**config.mk**
```make
export PLATFORM = sky130hd
export DESIGN_NAME = conv_window_memory
export DESIGN_NICKNAME = d
export VERILOG_FILES = /design/src/rtl/conv_window_memory_pkg.sv /design/src/rtl/conv_window_memory_fetch_seq.sv /design/src/rtl/conv_window_memory.sv
export SDC_FILE = /design/constraint.sdc
export NUM_CORES = 1
export LEC_CHECK = 0
export BUFFER_PORTS_ARGS = -buffer_cell sky130_fd_sc_hd__buf_2
export CAP_MARGIN = 15
export CORE_MARGIN = 2
export CORE_UTILIZATION = 45
export DETAILED_ROUTE_END_ITERATION = 16
export PLACE_DENSITY = 0.66
export SLEW_MARGIN = 25
export SYNTH_ARGS = -nofsm -noshare
export SYNTH_HDL_FRONTEND = slang
export SYNTH_SLANG_ARGS = --single-unit
```
**constraint.sdc**
```tcl
create_clock -name clk -period 3.15 [get_ports clk]
set_clock_uncertainty 0.15 [all_clocks]
set_input_delay 0.315 -clock clk [delete_from_list [all_inputs] [get_ports clk]]
set_output_delay 0.315 -clock clk [all_outputs]
set_load 0.1 [all_outputs]
```
**src/rtl/conv_window_memory_pkg.sv**
```systemverilog
// ---------------------------------------------------------------------------
// conv_pkg
// Shared types for the sliding-window pixel buffer:
//   dir_t         - traversal direction of the next move (2'b11 acts as down)
//   state_t       - window FSM states
//   clamp_kernel  - limits a requested kernel edge to 1..kmax
// ---------------------------------------------------------------------------
package conv_pkg;

    typedef enum logic [1:0] {
        DIR_RIGHT = 2'b00,
        DIR_LEFT  = 2'b01,
        DIR_DOWN  = 2'b10
    } dir_t;

    // LOAD and SHIFT are the one-cycle gaps in which the tracker position
    // settles before the fetch sequencer is started.
    typedef enum logic [2:0] {
        ST_IDLE      = 3'd0,
        ST_LOAD      = 3'd1,
        ST_FULL_FILL = 3'd2,
        ST_SHIFT     = 3'd3,
        ST_EDGE_FILL = 3'd4,
        ST_READY     = 3'd5
    } state_t;

    function automatic logic [7:0] clamp_kernel(input logic [7:0] ks, input logic [7:0] kmax);
        logic [7:0] k;
        if (ks == 8'd0) begin
            k = 8'd1;
        end else if (ks > kmax) begin
            k = kmax;
        end else begin
            k = ks;
        end
        return k;
    endfunction

endpackage

```
**src/rtl/conv_window_memory_fetch_seq.sv**
```systemverilog
// ---------------------------------------------------------------------------
// conv_fetch_seq
// Walks a rectangle of nrows x ncols pixels in row-major order, issuing one
// SRAM read per cycle, and reports the matching window write index one cycle
// later (when the SRAM data is valid).
// Ports:
//   clk, n_rst            - clock, synchronous active-high reset
//   i_abort               - drop any walk in flight and any pending write
//   i_start               - begin a walk with the i_* geometry below
//   i_base_x/i_base_y     - image address of the rectangle's top-left pixel
//   i_nrows/i_ncols       - rectangle size
//   i_row0/i_col0         - window index of the rectangle's top-left entry
//   o_ren, o_x, o_y       - SRAM read strobe and address
//   o_wr_en, o_wr_last    - write strobe for returned data, last write flag
//   o_wr_row, o_wr_col    - window index for the returned data
// ---------------------------------------------------------------------------
module conv_fetch_seq #(
    parameter int XW = 4,
    parameter int YW = 4,
    parameter int KW = 2
) (
    input  logic          clk,
    input  logic          n_rst,
    input  logic          i_abort,
    input  logic          i_start,
    input  logic [XW-1:0] i_base_x,
    input  logic [YW-1:0] i_base_y,
    input  logic [KW-1:0] i_nrows,
    input  logic [KW-1:0] i_ncols,
    input  logic [KW-1:0] i_row0,
    input  logic [KW-1:0] i_col0,
    output logic          o_ren,
    output logic [XW-1:0] o_x,
    output logic [YW-1:0] o_y,
    output logic          o_wr_en,
    output logic          o_wr_last,
    output logic [KW-1:0] o_wr_row,
    output logic [KW-1:0] o_wr_col
);

    logic          r_ren;
    logic [XW-1:0] r_x;
    logic [YW-1:0] r_y;
    logic [XW-1:0] r_bx;
    logic [KW-1:0] r_row;
    logic [KW-1:0] r_col;
    logic [KW-1:0] r_nrows;
    logic [KW-1:0] r_ncols;
    logic [KW-1:0] r_row0;
    logic [KW-1:0] r_col0;
    logic          r_wr_en;
    logic          r_wr_last;
    logic [KW-1:0] r_wr_row;
    logic [KW-1:0] r_wr_col;
    logic          w_last;

    // The read being issued this cycle is the final one of the rectangle.
    always_comb begin
        w_last = (r_row == (r_nrows - KW'(1))) && (r_col == (r_ncols - KW'(1)));
    end

    // Read address walk plus the one-cycle-delayed write index.
    always_ff @(posedge clk) begin
        if (n_rst) begin
            r_ren     <= 1'b0;
            r_x       <= {XW{1'b0}};
            r_y       <= {YW{1'b0}};
            r_bx      <= {XW{1'b0}};
            r_row     <= {KW{1'b0}};
            r_col     <= {KW{1'b0}};
            r_nrows   <= {KW{1'b0}};
            r_ncols   <= {KW{1'b0}};
            r_row0    <= {KW{1'b0}};
            r_col0    <= {KW{1'b0}};
            r_wr_en   <= 1'b0;
            r_wr_last <= 1'b0;
            r_wr_row  <= {KW{1'b0}};
            r_wr_col  <= {KW{1'b0}};
        end else if (i_abort) begin
            r_ren     <= 1'b0;
            r_wr_en   <= 1'b0;
            r_wr_last <= 1'b0;
        end else begin
            r_wr_en   <= r_ren;
            r_wr_last <= r_ren & w_last;
            r_wr_row  <= r_row0 + r_row;
            r_wr_col  <= r_col0 + r_col;
            if (i_start) begin
                r_ren   <= 1'b1;
                r_x     <= i_base_x;
                r_y     <= i_base_y;
                r_bx    <= i_base_x;
                r_row   <= {KW{1'b0}};
                r_col   <= {KW{1'b0}};
                r_nrows <= i_nrows;
                r_ncols <= i_ncols;
                r_row0  <= i_row0;
                r_col0  <= i_col0;
            end else if (r_ren) begin
                if (w_last) begin
                    r_ren <= 1'b0;
                end else if (r_col == (r_ncols - KW'(1))) begin
                    r_col <= {KW{1'b0}};
                    r_row <= r_row + KW'(1);
                    r_x   <= r_bx;
                    r_y   <= r_y + YW'(1);
                end else begin
                    r_col <= r_col + KW'(1);
                    r_x   <= r_x + XW'(1);
                end
            end else begin
                r_ren <= 1'b0;
            end
        end
    end

    assign o_ren     = r_ren;
    assign o_x       = r_x;
    assign o_y       = r_y;
    assign o_wr_en   = r_wr_en;
    assign o_wr_last = r_wr_last;
    assign o_wr_row  = r_wr_row;
    assign o_wr_col  = r_wr_col;

endmodule

```
**src/rtl/conv_window_memory.sv**
```systemverilog
// ---------------------------------------------------------------------------
// conv_window_memory
// Sliding k x k pixel window for the Gaussian convolution stage. A new image
// loads the whole window; each serpentine move shifts the window and refetches
// only the newly exposed column or row from the single-port image SRAM.
// Ports:
//   clk, n_rst                  - clock, synchronous active-high reset
//   x_addr_img, y_addr_img      - SRAM read address
//   ren_img, rdat_img           - SRAM read strobe, data (valid one cycle later)
//   kernel_size                 - requested window edge (clamped to 1..MAX_KERNAL)
//   next_dir, curr_x, curr_y    - tracker direction and window anchor
//   new_trans, new_sample_req   - start new image / consume window and move
//   new_sample_ready            - window valid for current anchor
//   working_memory              - window, [row][col]; entries beyond k read 0
// ---------------------------------------------------------------------------
module conv_window_memory
    import conv_pkg::*;
#(
    parameter int MAX_KERNAL  = 3,
    parameter int X_MAX       = 16,
    parameter int Y_MAX       = 16,
    parameter int PIXEL_DEPTH = 8,
    localparam int XW = $clog2(X_MAX),
    localparam int YW = $clog2(Y_MAX),
    localparam int KW = $clog2(MAX_KERNAL + 1)
) (
    input  logic                   clk,
    input  logic                   n_rst,
    output logic [XW-1:0]          x_addr_img,
    output logic [YW-1:0]          y_addr_img,
    output logic                   ren_img,
    input  logic [PIXEL_DEPTH-1:0] rdat_img,
    input  logic [7:0]             kernel_size,
    input  logic [1:0]             next_dir,
    input  logic [XW-1:0]          curr_x,
    input  logic [YW-1:0]          curr_y,
    input  logic                   new_trans,
    input  logic                   new_sample_req,
    output logic                   new_sample_ready,
    output logic [MAX_KERNAL-1:0][MAX_KERNAL-1:0][PIXEL_DEPTH-1:0] working_memory
);

    state_t        r_state;
    logic          r_ready;
    logic [KW-1:0] r_k;
    logic [1:0]    r_dir;
    logic [MAX_KERNAL-1:0][MAX_KERNAL-1:0][PIXEL_DEPTH-1:0] r_win;
    logic [MAX_KERNAL-1:0][MAX_KERNAL-1:0][PIXEL_DEPTH-1:0] w_shifted;

    logic [KW-1:0] w_k_eff;
    logic          w_start;
    logic [XW-1:0] w_base_x;
    logic [YW-1:0] w_base_y;
    logic [KW-1:0] w_nrows;
    logic [KW-1:0] w_ncols;
    logic [KW-1:0] w_row0;
    logic [KW-1:0] w_col0;
    logic          w_wr_en;
    logic          w_wr_last;
    logic [KW-1:0] w_wr_row;
    logic [KW-1:0] w_wr_col;

    // Fetch geometry: whole window after LOAD, one column/row after SHIFT.
    always_comb begin
        w_k_eff  = KW'(clamp_kernel(kernel_size, 8'(MAX_KERNAL)));
        w_start  = 1'b0;
        w_base_x = curr_x;
        w_base_y = curr_y;
        w_nrows  = r_k;
        w_ncols  = r_k;
        w_row0   = {KW{1'b0}};
        w_col0   = {KW{1'b0}};
        case (r_state)
            ST_LOAD: begin
                w_start = ~new_trans;
                w_nrows = w_k_eff;
                w_ncols = w_k_eff;
            end
            ST_SHIFT: begin
                w_start = ~new_trans;
                case (r_dir)
                    DIR_RIGHT: begin
                        w_ncols  = KW'(1);
                        w_col0   = r_k - KW'(1);
                        w_base_x = curr_x + XW'(r_k - KW'(1));
                    end
                    DIR_LEFT: begin
                        w_ncols = KW'(1);
                    end
                    default: begin
                        w_nrows  = KW'(1);
                        w_row0   = r_k - KW'(1);
                        w_base_y = curr_y + YW'(r_k - KW'(1));
                    end
                endcase
            end
            default: begin
                w_start = 1'b0;
            end
        endcase
    end

    // Window after a move; only entries inside the active k x k area move,
    // so unused entries stay zero. The exposed edge keeps stale data until
    // the refill overwrites it.
    always_comb begin
        w_shifted = r_win;
        for (int i = 0; i < MAX_KERNAL; i++) begin
            for (int j = 0; j < MAX_KERNAL; j++) begin
                case (next_dir)
                    DIR_RIGHT: begin
                        if (j < int'(r_k) - 1) begin
                            w_shifted[i][j] = r_win[i][(j + 1 < MAX_KERNAL) ? j + 1 : j];
                        end else begin
                            w_shifted[i][j] = r_win[i][j];
                        end
                    end
                    DIR_LEFT: begin
                        if (j > 0 && j < int'(r_k)) begin
                            w_shifted[i][j] = r_win[i][(j > 0) ? j - 1 : j];
                        end else begin
                            w_shifted[i][j] = r_win[i][j];
                        end
                    end
                    default: begin
                        if (i < int'(r_k) - 1) begin
                            w_shifted[i][j] = r_win[(i + 1 < MAX_KERNAL) ? i + 1 : i][j];
                        end else begin
                            w_shifted[i][j] = r_win[i][j];
                        end
                    end
                endcase
            end
        end
    end

    // Window FSM: load, ready handshake, shift and data capture.
    always_ff @(posedge clk) begin
        if (n_rst) begin
            r_state <= ST_IDLE;
            r_ready <= 1'b0;
            r_k     <= KW'(1);
            r_dir   <= DIR_RIGHT;
            r_win   <= '0;
        end else if (new_trans) begin
            r_state <= ST_LOAD;
            r_ready <= 1'b0;
            r_win   <= '0;
        end else begin
            case (r_state)
                ST_IDLE: begin
                    r_state <= ST_IDLE;
                end
                ST_LOAD: begin
                    r_k     <= w_k_eff;
                    r_state <= ST_FULL_FILL;
                end
                ST_FULL_FILL, ST_EDGE_FILL: begin
                    if (w_wr_en) begin
                        r_win[w_wr_row][w_wr_col] <= rdat_img;
                    end
                    if (w_wr_last) begin
                        r_state <= ST_READY;
                        r_ready <= 1'b1;
                    end
                end
                ST_READY: begin
                    if (new_sample_req) begin
                        r_dir   <= next_dir;
                        r_ready <= 1'b0;
                        r_win   <= w_shifted;
                        r_state <= ST_SHIFT;
                    end
                end
                ST_SHIFT: begin
                    r_state <= ST_EDGE_FILL;
                end
                default: begin
                    r_state <= ST_IDLE;
                    r_ready <= 1'b0;
                end
            endcase
        end
    end

    conv_fetch_seq #(
        .XW(XW),
        .YW(YW),
        .KW(KW)
    ) u_fetch (
        .clk      (clk),
        .n_rst    (n_rst),
        .i_abort  (new_trans),
        .i_start  (w_start),
        .i_base_x (w_base_x),
        .i_base_y (w_base_y),
        .i_nrows  (w_nrows),
        .i_ncols  (w_ncols),
        .i_row0   (w_row0),
        .i_col0   (w_col0),
        .o_ren    (ren_img),
        .o_x      (x_addr_img),
        .o_y      (y_addr_img),
        .o_wr_en  (w_wr_en),
        .o_wr_last(w_wr_last),
        .o_wr_row (w_wr_row),
        .o_wr_col (w_wr_col)
    );

    assign new_sample_ready = r_ready;
    assign working_memory   = r_win;

endmodule

```
## Yosys cells after proc, flatten, opt, wreduce, memory -nomap -nowiden

Cells that the tools add are included.

| storage, ports and cells | value |
|---|---|
| input bits | 30 |
| bits in registers | 111 |
| logic and storage cells | 189 |
| output and inout port bits | 82 |

| cells by class | value |
|---|---|
| multiplexer cells | 74 |
| equality and inequality tests | 30 |
| bitwise gates (word level) | 3 |
| order comparisons | 9 |
| $add $sub $neg | 13 |
| reductions and logical operators | 32 |

Operators with widths:

| cell | number |
|---|---|
| $mux 8 | 19 |
| $mux 72 | 2 |
| $pmux 72 s2 | 1 |
| $pmux 8 s2 | 7 |
| $bwmux 72 | 1 |
| $demux 24 s2 | 1 |
| $mux 4 | 12 |
| $reduce_and 6->1 | 6 |
| $lt 1x32->1 const A | 1 |
| $lt 2x32->1 const A | 1 |
| $mux 2 | 16 |
| $mux 24 | 1 |
| $demux 8 s2 | 1 |
| $ne 3x3->1 const B | 5 |
| $reduce_and 5->1 | 3 |
| $ne 3x2->1 const B | 4 |
| $pmux 3 s4 | 1 |
| $ne 2x1->1 const B | 5 |
| $ne 2x2->1 const B | 5 |
| $reduce_and 3->1 | 3 |
| $add 4x1->4 const B | 2 |
| $add 4x4->4 | 2 |
| $gt 8x2->1 const B | 1 |
| $logic_not 8->1 | 1 |
| other kinds (29) | 60 |

## Logic depth before layout (Yosys ltp)

| depth | value |
|---|---|
| word-level depth | 9 |
| depth in mapped cells | 9 |
| gate-level depth less buffers | 9 |

## Hierarchy

A second synthesis with hierarchy kept.

| second synthesis, totals | value |
|---|---|
| cells, all modules | 865 |
| area, all modules | 6,916.6 um^2 |

By module, submodules not included:

| module | instances | area an instance (um^2) | cells each |
|---|---|---|---|
| conv_window_memory | 1 | 5,402.7 | 685 |
| conv_fetch_seq | 1 | 1,514.0 | 180 |

## Least setup slack after synthesis

OpenSTA, ideal clock, no wires.

| timing | value |
|---|---|
| path kind | flip-flop to flip-flop |
| from | reg r_k[0] |
| to | reg u_fetch.r_y[3], in the netlist u_fetch.o_y[3] |
| data required time | 2,914 ps |
| cell stages (with the launch flop) | 10 |
| buffers on the path | 0 |
| data arrival time | 2,027 ps |
| slack | 887 ps |
| period minus slack after synthesis | 2,263 ps |
| path through | dfxtp_1 > inv_1 > ha_1 > inv_1 > ha_1 > a21o_1 > a21oi_1 > mux2i_1 > xor2_1 > a211oi_1 |

| between the ends | value |
|---|---|
| longest elaborated chain between the ends | 5 |

Ends and longest elaborated chain:

| element | RTL line | RTL |
|---|---|---|
| start, declared | conv_window_memory.sv:45 | `logic [KW-1:0] r_k;` |
| start signal, assigned | conv_window_memory.sv:155 | `r_k <= w_k_eff;` |
| $sub 2x1->3 | conv_window_memory.sv:93 | `w_base_y = curr_y + YW'(r_k - KW'(1));` |
| $add 4x4->4 | conv_window_memory.sv:93 |  |
| $mux 4 | conv_window_memory.sv:81 | `case (r_dir)` |
| $mux 4 | conv_window_memory.sv:73 | `case (r_state)` |
| $mux 4 | conv_window_memory_fetch_seq.sv:88 | `if (i_start) begin` |
| end signal, assigned | conv_window_memory_fetch_seq.sv:67 | `r_y <= {YW{1'b0}};` |
| end signal, assigned | conv_window_memory_fetch_seq.sv:91 | `r_y <= i_base_y;` |
| end signal, assigned | conv_window_memory_fetch_seq.sv:106 | `r_y <= r_y + YW'(1);` |
| end, declared | conv_window_memory_fetch_seq.sv:43 | `logic [YW-1:0] r_y;` |

No other way between the ends.
A chain may end at the register's enable or synchronous reset.

## Worst setup path in the final report

| timing | value |
|---|---|
| from | reg r_state[2] |
| to | reg r_win, in the netlist working_memory[11] |

| between the ends | value |
|---|---|
| longest elaborated chain between the ends | 4 |
| elaborated cells on any way between the ends | 12 |
| those cells by class | eq/ne (8); mux (1); reduce/logical (3) |

Ends and longest elaborated chain:

| element | RTL line | RTL |
|---|---|---|
| start, declared | conv_window_memory.sv:43 | `state_t r_state;` |
| start signal, assigned | conv_window_memory.sv:140 | `r_state <= ST_IDLE;` |
| start signal, assigned | conv_window_memory.sv:146 | `r_state <= ST_LOAD;` |
| start signal, assigned | conv_window_memory.sv:152 | `r_state <= ST_IDLE;` |
| $eq 3x2->1 / $eq 3x3->1 (equally long branches) | conv_window_memory.sv:150 | `case (r_state)` |
| $reduce_or 2->1 | conv_window_memory.sv:150 |  |
| $ne 2x1->1 (no source line) / $reduce_bool 2->1 (equally long branches) | - |  |
| $reduce_and 6->1 (no source line) | - |  |
| end signal, assigned by index | conv_window_memory.sv:160 | `r_win[w_wr_row][w_wr_col] <= rdat_img;` |
| end signal, assigned | conv_window_memory.sv:171 | `r_win <= w_shifted;` |
| end, declared | conv_window_memory.sv:47 | `logic [MAX_KERNAL-1:0][MAX_KERNAL-1:0][PIXEL_DEPTH-1:0] r_win;` |

Parallel ways exist; a longest one is shown, timed or not.

==> metrics.log <==
[metrics] compound-gate portion of the synthesized area: 27.7%
[metrics] leakage component of the power: 2.80 nW
[metrics] logic depth of the worst register-to-register path: 5
[metrics] PD cells: 411 nW/um^2
[metrics] maximum buffer depth of the clock tree: 2
[metrics] Global Route met2 Usage: 43.8%
[metrics] number of maximum-capacitance violations: 0
[metrics] leading cell types in the layout, fill and taps excluded: sky130_fd_sc_hd__nand2_1, sky130_fd_sc_hd__buf_2, sky130_fd_sc_hd__dfxtp_1
[metrics] number of instances resized during post-cts repair: 0
[metrics] Die Y-Extent: 124 um
[metrics] placeable core region: 13900 sq um
[metrics] sequential-to-total area share from yosys stat: 34.4%
[metrics] final weighted congestion in routability-driven placement: 0.852
[metrics] total wirelength of the detailed-routed design: 19700 um
[metrics] launch instance of the worst register-to-register path: r_state[2]
[metrics] highest clock rate: 373 MHz
[metrics] syn_nets: 854
[metrics] Post-Synthesis Cells: 808
[metrics] number of global-route vias before repair: 5732
[metrics] flop2flop setup slack: 470 ps
[metrics] P&R area growth vs syn: 15.2%
[metrics] share of synthesized cell area in full adder, half adder and majority cells: 3.34%
[metrics] synthesis-stage register bit count: 111
[metrics] Crit Path Max Fanout: 15
[metrics] final count of negative-setup-slack endpoints: 0
[metrics] share of cells above drive strength 1: 21.0%
[metrics] post-route clock period utilization: 85.2%
[metrics] Hold Path Origin: new_sample_req
[metrics] number of warnings reported in the yosys synthesis log: 0
[metrics] clock transition at the registers of the reported paths: 70 ps
[metrics] CTS Sinks: 111
[metrics] Setup Fix Bufs, Post-CTS: 0
[metrics] std cell rows: 43
[metrics] summed instance area of the synthesized netlist: 6450 sq um
[metrics] initial drt markers: 562
[metrics] setup repair after global routing missed its margin: no
[metrics] endpoint of the lowest-slack register-to-register path: working_memory[11]
[metrics] xor/xnor share of the synthesized area: 2.17%
[metrics] met3 track utilization from global routing: 4.03%
[metrics] vias: 6363
[metrics] path type of the worst setup path: reg2reg
[metrics] slew of the pin with the lowest slew margin: 725 ps
[metrics] count of final hold-check violations: 0
[metrics] average routed wire per standard cell: 18.6 um
[metrics] overall global routing resource usage: 25.8%
[metrics] count of flip-flops with a built-in enable after synthesis: 0
[metrics] min-delay worst type: in2reg
[metrics] buffers added on ports: 111
[metrics] arrival time at the worst endpoint: 2750 ps
[metrics] Endpoint, Worst Hold: r_state[2]
[metrics] deepest level of the CTS H-tree: 3
[metrics] hold slack: 117 ps
[metrics] total power: 3.05 mW
[metrics] HPWL after DPL: 14000 um
[metrics] met1 GRT Util: 32.4%
[metrics] worst rel slew slack: 51.4%
[metrics] multiplexer fraction of the synthesized cell area: 4.32%
[metrics] shortest period the worst path allows: 2680 ps
[metrics] ys async rst share: 0%
[metrics] hold buffers post-CTS: 0
[metrics] antenna viol nets, final: 0
[metrics] layer with the highest usage after global routing: met2
[metrics] required time worst endpoint: 3220 ps
[metrics] total clock buffers created by CTS: 9
[metrics] I/O pins: 112
[metrics] capturing element type of the critical path: flop
[metrics] first-pass iteration count of the detailed router: 5
[metrics] layout net count: 925
[metrics] floorplan die area: 15300 sq um
[metrics] final-layout setup total negative slack: 0 ps
[metrics] via/cell ratio: 5.99
[metrics] largest voltage drop on the vdd net: 0.335 mV
[metrics] Starting Density: 46.3%
[metrics] cell depth of the worst hold path: 4
[metrics] most common cell after layout, fill and taps aside: sky130_fd_sc_hd__nand2_1
[metrics] Critical Path Source Type: flop
[metrics] result of the run: finished, final reports clean
[metrics] antenna cells: 0
[metrics] post-layout utilization of the core: 53.4%
[metrics] dominant register cell in the synthesized netlist: sky130_fd_sc_hd__dfxtp_1
[metrics] simple logic cell fraction of the synthesized area: 21.9%
[metrics] DRC Markers: 0
[metrics] largest net degree at the start of global routing: 74
[metrics] main combinational cell family by area after synthesis: compound AO/OA/AOI/OAI gates
[metrics] antenna violations before repair: 0
[metrics] worst-skew pair later-pin latency: 360 ps
[metrics] library cell used as clock root buffer: sky130_fd_sc_hd__clkbuf_16
[metrics] global-route wire length before repair: 30600 um
[metrics] synthesized area per cell: 7.99 sq um
[metrics] fin. max-slew vios: 0
[metrics] overall die width: 124 um
[metrics] total global routing overflow: 0
[metrics] count of different cell masters after synthesis: 72
[metrics] CTS tree: done
-- where the power goes --
part | internal (mW) | leakage [nW] | switching [mW]
Sequential | 1.42 | 0.896 | 0.0164
Combinational | 0.0839 | 1.74 | 0.196
Clock | 0.797 | 0.165 | 0.546
-- critical path, cell delays in order, from the launching register on --
cell	delay (ps)
sky130_fd_sc_hd__dfxtp_1	600
sky130_fd_sc_hd__and3b_1	690
sky130_fd_sc_hd__nor2_1	130
sky130_fd_sc_hd__a21oi_2	320
sky130_fd_sc_hd__and2_1	460
sky130_fd_sc_hd__a311oi_2	170
-- cells in the mapped netlist (all sizes together) (8+ instances only) --
master / instances / area share [%]
o21ai: 21 / 1.6
buf: 27 / 2.3
clkbuf: 44 / 2.6
a211oi: 53 / 6.6
dfxtp: 111 / 34
a32oi: 9 / 1.2
a311oi: 14 / 2.3
a22oi: 13 / 1.5
nor2b: 11 / 1.1
a221oi: 16 / 2.2
ha: 14 / 2.7
inv: 23 / 1.3
a21oi: 85 / 6.7
nor2: 65 / 3.8
a31oi: 8 / 0.78
xnor2: 9 / 1.2
mux2i: 20 / 3.1
nand2: 134 / 7.8
nor3: 22 / 1.8
a21o: 8 / 0.93
-- how the worst max path moves through the flow --
stage,startpoint,endpoint,cells past startpoint
4_1_cts,r_state[0],working_memory[11],5
3_5_place_dp,r_state[2],working_memory[11],5
2_1_floorplan,r_k[0],u_fetch.o_y[3],9
5_1_grt,r_state[2],working_memory[13],5
6_report,r_state[2],working_memory[11],5
3_3_place_gp,r_state[2],working_memory[10],5
-- stage by stage --
stage,area [sq um],setup WS [ps],instances
finish,7430,467,1063
global route,7430,300,1063
CTS,7430,496,1063
detailed placement,7090,521,1048
global placement,7090,576,1048
floorplan,6450,887,808
-- routing by layer --
metal,wire length [um],up-vias,part of all wire (%)
li1,-,3073,-
met1,8280,2977,42
met2,9590,258,49
met3,1200,55,6.1
met4,673,0,3.4
met5,0,-,0
-- flip-flops by register name (all words and copies together) (netlist names), 3 cells and up --
| name | flops |
|---|---|
| u_fetch.r_bx | 4 |
| r_state | 3 |
| working_memory | 72 |
| u_fetch.o_x | 4 |
| u_fetch.o_y | 4 |
-- cells by family (layout without fill, tap and decap cells) --
kind of cell / after synthesis / in the layout
adder cells (fa/ha/maj): 16 / 16
flip-flops: 111 / 111
buffers and inverters: 94 / 169
XOR/XNOR: 16 / 16
multiplexers: 27 / 27
AND/OR/NAND/NOR: 291 / 291
AO/OA/AOI/OAI: 253 / 253
-- layout make-up --
type	count	area, sq um
clock buffers	10	239
clock inverters	5	106
fillers	1370	6500
inverters	23	86.3
multi-input cells	603	3840
flip-flops and latches	111	2220
well taps	180	225
repair buffers	131	718
No activity file was read; power rests on OpenSTA's default activity.
